File: config.mk
export PLATFORM = sky130hd
export DESIGN_NAME = gpr_file_wb
export DESIGN_NICKNAME = d
export VERILOG_FILES = /design/src/rtl/gpr_pkg.sv /design/src/rtl/gpr_read_port.sv /design/src/rtl/gpr_file_wb.sv
export SDC_FILE = /design/constraint.sdc
export NUM_CORES = 2
export LEC_CHECK = 0
export ABC_AREA = 1
export CORE_UTILIZATION = 50
export DETAILED_ROUTE_END_ITERATION = 10
export HOLD_SLACK_MARGIN = 0.12
export PLACE_DENSITY = 0.67
export SLEW_MARGIN = 20
export SYNTH_ARGS = -nofsm -noshare
export SYNTH_HDL_FRONTEND = slang
export SYNTH_SLANG_ARGS = --single-unit
File: constraint.sdc
create_clock -name clk -period 5.6 [get_ports clk]
set_input_delay 1.68 -clock clk [delete_from_list [all_inputs] [get_ports clk]]
set_output_delay 1.68 -clock clk [all_outputs]
set_load 0.05 [all_outputs]
File: src/rtl/gpr_pkg.sv
// Shared register-file definitions: architectural sizes and the index/word
// types used by the register file, the ALU and control decode.
package gpr_pkg;

   localparam int DATA_W   = 32;
   localparam int ADDR_W   = 5;
   localparam int NUM_REGS = 32;
   localparam int unsigned REG_ZERO = 0;

   typedef logic [ADDR_W-1:0] reg_idx_t;
   typedef logic [DATA_W-1:0] reg_word_t;

endpackage : gpr_pkg

File: src/rtl/gpr_read_port.sv
// One combinational operand read port: hardwired zero, then pending-stage
// bypass, then the committed array.
module gpr_read_port
   import gpr_pkg::*;
#(
   parameter int DATA_W   = gpr_pkg::DATA_W,
   parameter int ADDR_W   = gpr_pkg::ADDR_W,
   parameter int NUM_REGS = gpr_pkg::NUM_REGS
) (
   input  logic [ADDR_W-1:0] addr,
   input  logic              pend_valid,
   input  logic [ADDR_W-1:0] pend_addr,
   input  logic [DATA_W-1:0] pend_data,
   input  logic [DATA_W-1:0] regs [NUM_REGS],
   output logic [DATA_W-1:0] value
);

   logic w_hit;

   assign w_hit = pend_valid && (pend_addr == addr);

   // NOTE: every output of an always_comb gets a default first, so no path
   // leaves it unassigned and no latch is inferred.
   always_comb begin
      value = regs[addr];
      if (w_hit) begin
         value = pend_data;
      end
      if (addr == ADDR_W'(REG_ZERO)) begin
         value = '0;
      end
   end

endmodule : gpr_read_port

File: src/rtl/gpr_file_wb.sv
// General-purpose register file with a one-entry write-back pending stage,
// bypassed operand reads and a committed-write counter.
module gpr_file_wb
   import gpr_pkg::*;
#(
   parameter int DATA_W   = gpr_pkg::DATA_W,
   parameter int ADDR_W   = gpr_pkg::ADDR_W,
   parameter int NUM_REGS = gpr_pkg::NUM_REGS  // must equal 2**ADDR_W
) (
   input  logic              clk,
   input  logic              rst_n,
   input  logic [ADDR_W-1:0] rs_addr,
   input  logic [ADDR_W-1:0] rt_addr,
   output logic [DATA_W-1:0] rs_value,
   output logic [DATA_W-1:0] rt_value,
   input  logic              wb_en,
   input  logic [ADDR_W-1:0] wb_addr,
   input  logic [DATA_W-1:0] wb_data,
   output logic              pend_valid,
   output logic [31:0]       wr_count
);

   logic [DATA_W-1:0] r_regs [NUM_REGS];
   logic              r_pend_valid;
   logic [ADDR_W-1:0] r_pend_addr;
   logic [DATA_W-1:0] r_pend_data;
   logic [31:0]       r_wr_count;
   logic              w_wb_accept;

   // Writes to register zero are dropped before they reach the pending stage.
   assign w_wb_accept = wb_en && (wb_addr != ADDR_W'(REG_ZERO));

   // NOTE: sequential state uses non-blocking assignments so every flop
   // samples pre-edge values; this is what lets commit and load share an edge.
   always_ff @(posedge clk or negedge rst_n) begin
      if (!rst_n) begin
         r_pend_valid <= 1'b0;
         r_pend_addr  <= '0;
         r_pend_data  <= '0;
      end else begin
         r_pend_valid <= w_wb_accept;
         if (w_wb_accept) begin
            r_pend_addr <= wb_addr;
            r_pend_data <= wb_data;
         end
      end
   end

   // NOTE: the array is reset explicitly because reads must return zero for
   // every index during and after reset; this keeps it in flops, not RAM.
   always_ff @(posedge clk or negedge rst_n) begin
      if (!rst_n) begin
         for (int i = 0; i < NUM_REGS; i++) begin
            r_regs[i] <= '0;
         end
         r_wr_count <= '0;
      end else if (r_pend_valid) begin
         r_regs[r_pend_addr] <= r_pend_data;
         r_wr_count          <= r_wr_count + 32'd1;
      end
   end

   gpr_read_port #(
      .DATA_W   (DATA_W),
      .ADDR_W   (ADDR_W),
      .NUM_REGS (NUM_REGS)
   ) u_rs_port (
      .addr       (rs_addr),
      .pend_valid (r_pend_valid),
      .pend_addr  (r_pend_addr),
      .pend_data  (r_pend_data),
      .regs       (r_regs),
      .value      (rs_value)
   );

   gpr_read_port #(
      .DATA_W   (DATA_W),
      .ADDR_W   (ADDR_W),
      .NUM_REGS (NUM_REGS)
   ) u_rt_port (
      .addr       (rt_addr),
      .pend_valid (r_pend_valid),
      .pend_addr  (r_pend_addr),
      .pend_data  (r_pend_data),
      .regs       (r_regs),
      .value      (rt_value)
   );

   assign pend_valid = r_pend_valid;
   assign wr_count   = r_wr_count;

endmodule : gpr_file_wb
Word level (Yosys, flattened, before mapping)

Index checks and enable logic that the tools add are counted.
W data, S select, Z words.

Register bits after elaboration: 1094
Logic and storage cells: 66
Bits of input ports: 50
Output and inout bits: 97

Multiplexer cells: 13
Reductions and logical operators: 7
$lt $le $gt $ge: 4
Equality and inequality tests: 2
$add $sub $neg: 1
Bitwise logic cells: 3

Operator list:

| cell                    | number |
|---|---|
| $bwmux W1024            | 1 |
| $bmux W32 S5            | 2 |
| $mux W32                | 9 |
| $demux W32 S5           | 1 |
| $add A32 B1 Y32 const B | 1 |
| $ge A6 B6 Y1 const B    | 3 |
| $not A5 Y6              | 3 |
| $eq A5 B5 Y1            | 2 |
| $logic_not A5 Y1        | 2 |
| $lt A6 B1 Y1 const B    | 1 |
| $reduce_bool A5 Y1      | 1 |
| $logic_and A1 B1 Y1     | 4 |

Depth between registers and ports, before layout

Depth after elaboration: 6
Gate-level depth with buffers: 12
Gate-level depth less buffers: 10

Hierarchy

From an unflattened synthesis, not the netlist that was laid out.

Cells, all modules: 9724
Area total of the unflattened synthesis: 64350.5 um^2

By module, submodules not included:

| module        | instances | area each (um^2) | sequential area each (um^2) | cells each |
|---|---|---|---|---|
| gpr_file_wb   | 1         | 39236.4          | 27376.3                     | 3852 |
| gpr_read_port | 2         | 12557.0          | 0.0                         | 2936 |

Worst setup path after synthesis

Ideal clock, no wire load.

Path type: input to output
Start point: in rs_addr[1]
End point: out rs_value[9]
Data arrival time: 3.635 ns
Data required time: 3.920 ns
Path slack: 0.285 ns
Buffers on the path: 3
Stages on the path: 10
Cells stage by stage: buf_2 -> inv_1 -> clkbuf_1 -> clkbuf_1 -> o211ai_1 -> nand3_1 -> nand3_1 -> nand3_1 -> nand2_1 -> a21oi_1

Word-level cells in the longest chain between the ends: 6
Elaborated cells on any way between the ends: 9
Those cells by class: eq/ne: 1; mux: 5; bitwise: 1; reduce/logical: 2

Ends and longest elaborated chain:

| element                                      | RTL line            | text |
|---|---|---|
| from (decl)                                  | gpr_file_wb.sv:12   | `input logic [ADDR_W-1:0] rs_addr,` |
| $not A5 Y6 (not written as such)             | gpr_read_port.sv:25 | `value = regs[addr];` |
| $bmux W32 S5                                 | gpr_read_port.sv:25 |  |
| $mux W32 (not written as such) (2 in series) | gpr_read_port.sv:25 |  |
| $mux W32                                     | gpr_read_port.sv:26 | `if (w_hit) begin` |
| $mux W32 *                                   | gpr_read_port.sv:29 | `if (addr == ADDR_W'(REG_ZERO)) begin` |
| to (decl)                                    | gpr_file_wb.sv:14   | `output logic [DATA_W-1:0] rs_value,` |

Mark *: on every way between the ends. The rest lies on a longest branch, timed or not. The select of a mux whose other input is x is not followed.

Worst setup path after layout

Start point: in rt_addr[1]
End point: out rt_value[25]

Word-level cells in the longest chain between the ends: 6
Elaborated cells on any way between the ends: 9
Those cells by class: eq/ne: 1; mux: 5; bitwise: 1; reduce/logical: 2

Ends and longest elaborated chain:

| element                                      | RTL line            | text |
|---|---|---|
| from (decl)                                  | gpr_file_wb.sv:13   | `input logic [ADDR_W-1:0] rt_addr,` |
| $not A5 Y6 (not written as such)             | gpr_read_port.sv:25 |  |
| $bmux W32 S5                                 | gpr_read_port.sv:25 |  |
| $mux W32 (not written as such) (2 in series) | gpr_read_port.sv:25 |  |
| $mux W32                                     | gpr_read_port.sv:26 |  |
| $mux W32 *                                   | gpr_read_port.sv:29 |  |
| to (decl)                                    | gpr_file_wb.sv:15   | `output logic [DATA_W-1:0] rt_value,` |

Marked as above.

==> results by group <==
Run status
  • Status: finished, final reports clean

STA
  • Crit share post-route: 0.997
  • Layout Skew: 0.0245 ns
  • # setup viols final: 0
  • Max Clock Freq: 179 MHz
  • Slew Limit Headroom: 0.172
  • Final Critical Period: 5.58 ns
  • Worst slew pin tran: 1.24 ns
  • Setup TNS: 0 ns
  • Max Slew Vio Count: 0
  • Hold Vio Cnt, Final: 0
  • RSZ-0062 raised after global routing: yes

Cells and area
  • Final Non-Filler Cells: 10,028
  • # nets final: 8,363
  • Share of layout cells above drive strength 1: 0.0838
  • Seq. cell area: 27,400 µm²
  • Area occupied by multi-input gates: 28,300 µm²
  • Fill count: 11,029
  • Area Growth Syn to Fin: 14.3%

Critical path
  • CP max FO: 39
  • Cell at the slowest stage of the critical path: inv_8
  • Worst EP required: 3.92 ns
  • Setup Crit Path Kind: input pin to output pin
  • Cells along the critical path: buf_8, inv_8, buf_12, nand3_1, nand3_1, nand3_1, nand3_1, nand3_1, a21oi_1, buf_4, buf_4
  • Worst Reg2Reg Path Length in Cells: 6
  • R2R setup slack: 1.93 ns
  • Max incr delay on CP: 0.34 ns
  • Worst path arrival time: 3.90 ns
  • Reg2reg end: r_regs[276]
  • Crit end category: output pin
  • Startpoint Class: input pin
  • R2R Path Start: r_pend_addr[4]
  • Cell mode on critical path: nand3_1

Route
  • DRC: 0
  • Average routed wire per standard cell: 24.2 µm
  • Via-to-Cell Ratio: 6.13
  • Drt first pass iters: 7
  • Vias: 61,438
  • Post-route ant nets: 0
  • Iter 0 DRT Violations: 8,902
  • WL final: 243,000 µm

Hold path
  • Hold Crit Depth: 2
  • Hold Startpoint: r_regs[507]
  • Hold crit path type: flip-flop to flip-flop
  • Hold Path End: r_regs[507]

Synth
  • Yosys warning total: 0
  • Register area share after synthesis: 0.448
  • Number of library cell types mapped by synthesis: 34
  • Syn Inst Count: 8,498
  • Mapped Area: 61,100 µm²
  • Post-synth EDFFs: 0
  • Syn_area_per_cell: 7.19 µm²
  • Ys flop type: dfrtp_1
  • Post-Syn Nets: 8,549
  • Seq cells post-synth: 1,094
  • Async S/R FF share, synth: 1.00

Global routing
  • Gr ovfl total: 0
  • Largest net degree at the start of global routing: 126
  • Initial antenna violation count: 5
  • GRT Resource Usage Total: 0.393
  • First-pass GRT wire length: 363,000 µm
  • Vias in the first global route: 56,784

CTS
  • Clock Path Buffers: 3
  • Worst-path clk slew: 0.05 ns
  • CTS tree: built
  • Clock Sinks: 1,094
  • Clk_lat worst skew: 0.75 ns
  • Clk root buf: clkbuf_16
  • CTS H-Tree Depth: 4
  • CTS Buf Count: 131

Die
  • Die Area: 124,000 µm²
  • Die height: 352 µm
  • Core area: 121,000 µm²
  • Placement row count: 127
  • Boundary pin count: 147
  • Initial Util: 0.507
  • Die Span X: 352 µm

Power
  • Cell Pwr Density: 382 nW/µm²
  • Leak pwr: 32.6 nW
  • Overall Power: 26.7 mW
  • Maximum vdd ir drop: 0.000332 V

Flow run
  • Max Cap Viol: 0

Placement
  • Placed Instances: 9,790
  • DP HPWL: 142,000 µm
  • PortBufs: 146
  • GP Congestion: 0.936
## power by group
group          leakage (nW)  switching, mW  internal, mW  total [mW]
combinational          15.9           4.14          2.36        6.50
clock                  2.20           3.52          5.28        8.80
sequential             14.4           1.43          9.97        11.4
total                  32.6           9.09          17.6        26.7
## synth_stat cells, types with 2 or more instances
cell	instances	share of area
nand2_2	8	0.00082
o21ai_0	1352	0.11
a21oi_1	288	0.024
nor3_1	21	0.0017
nor3_4	4	0.0011
o211ai_1	462	0.057
xnor2_1	11	0.0016
buf_1	57	0.0035
inv_2	9	0.00055
dfrtp_1	1094	0.45
xor2_1	22	0.0032
clkinv_1	2	0.00012
nand3_1	1063	0.087
inv_1	714	0.044
clkbuf_1	547	0.034
buf_2	139	0.011
nand2_1	2281	0.14
o22ai_1	5	0.00051
nand4_1	28	0.0029
nor4_1	7	0.00072
nor2_2	4	0.00041
nor2_1	285	0.018
or2_2	67	0.0069
o21ai_1	18	0.0015
## registers in the layout (all words and copies together) (netlist names)
name         count
r_regs        1024
wr_count        32
r_pend_addr      5
r_pend_data     32
pend_valid       1
## layout make-up
| cell class | count | share of cell area |
|---|---|---|
| Timing Repair Buffer | 425 | 0.0705 |
| Multi-Input combinational cell | 5935 | 0.406 |
| Clock buffer | 194 | 0.0576 |
| Tap cell | 1612 | 0.0289 |
| Antenna cell | 4 | 0.000143 |
| Inverter | 725 | 0.0393 |
| Sequential cell | 1094 | 0.392 |
| Clock inverter | 39 | 0.00572 |
## through the flow
stage	hold slack, ns	utilization	area [µm²]	setup WS (ns)
finish	0.483	0.579	69800	0.0158
global route	0.493	0.579	69800	-0.0406
CTS	0.486	0.578	69700	0.0959
detailed placement	0.473	0.541	65300	-0.0246
global placement	0.466	0.541	65300	0.0274
floorplan	0.453	-	61100	0.285
## per-layer routing
metal / part of all wire / GRT usage / wire [µm] / up-vias
met5: 0.00016 / 0 / 38 / -
met4: 0.076 / 0.274 / 18400 / 6
met3: 0.11 / 0.0864 / 27900 / 900
met2: 0.43 / 0.583 / 104000 / 3861
met1: 0.38 / 0.511 / 93100 / 28919
li1: - / - / - / 27752
## cell families (layout without fill, tap and decap cells)
logic type	Yosys count	in the layout	synth area share
adders and majority gates	1	1	0.000205
DFF	1094	1094	0.448
other	0	4	0
AOI/OAI and AO/OA	2127	2127	0.194
xor gates and xnor gates	33	33	0.00473
buffers and inverters	1469	1383	0.0932
and+or+nand+nor	3774	3774	0.260
## critical path: cells and delay by family
family	cells	cell delay, ns
compound gates	1	0.30
buf+inv	5	1.14
simple gates	5	0.72
## layout by cell type, fill, tap and decap left out, types with 138 or more instances in the layout
master	Yosys	layout
nand2_1	2281	2261
buf_4	1	226
clkbuf_16	0	138
o211ai_1	462	462
inv_1	714	708
a21oi_1	288	285
dfrtp_1	1094	1094
nand3_1	1063	1060
nor2_1	285	282
o21ai_0	1352	1352
## worst max-delay path by stage
stage              endpoint  startpoint  depth (start not counted)
2_1_floorplan   rs_value[9]  rs_addr[1]                         10
3_3_place_gp   rs_value[27]  rs_addr[0]                         12
3_5_place_dp   rs_value[27]  rs_addr[0]                         12
4_1_cts        rt_value[24]  rt_addr[0]                         12
5_1_grt        rt_value[21]  rt_addr[1]                         11
6_report       rt_value[25]  rt_addr[1]                         11
## timing repair
| item | CTS | global route |
|---|---|---|
| setup endpoints to repair | 1 | 6 |
| buffers inserted | 0 | 0 |
| endpoints found under the hold margin | 0 | 0 |
| resized for setup | 1 | 8 |
| hold buffers | 0 | 0 |
Note: power is estimated with default switching activity, not from simulation.
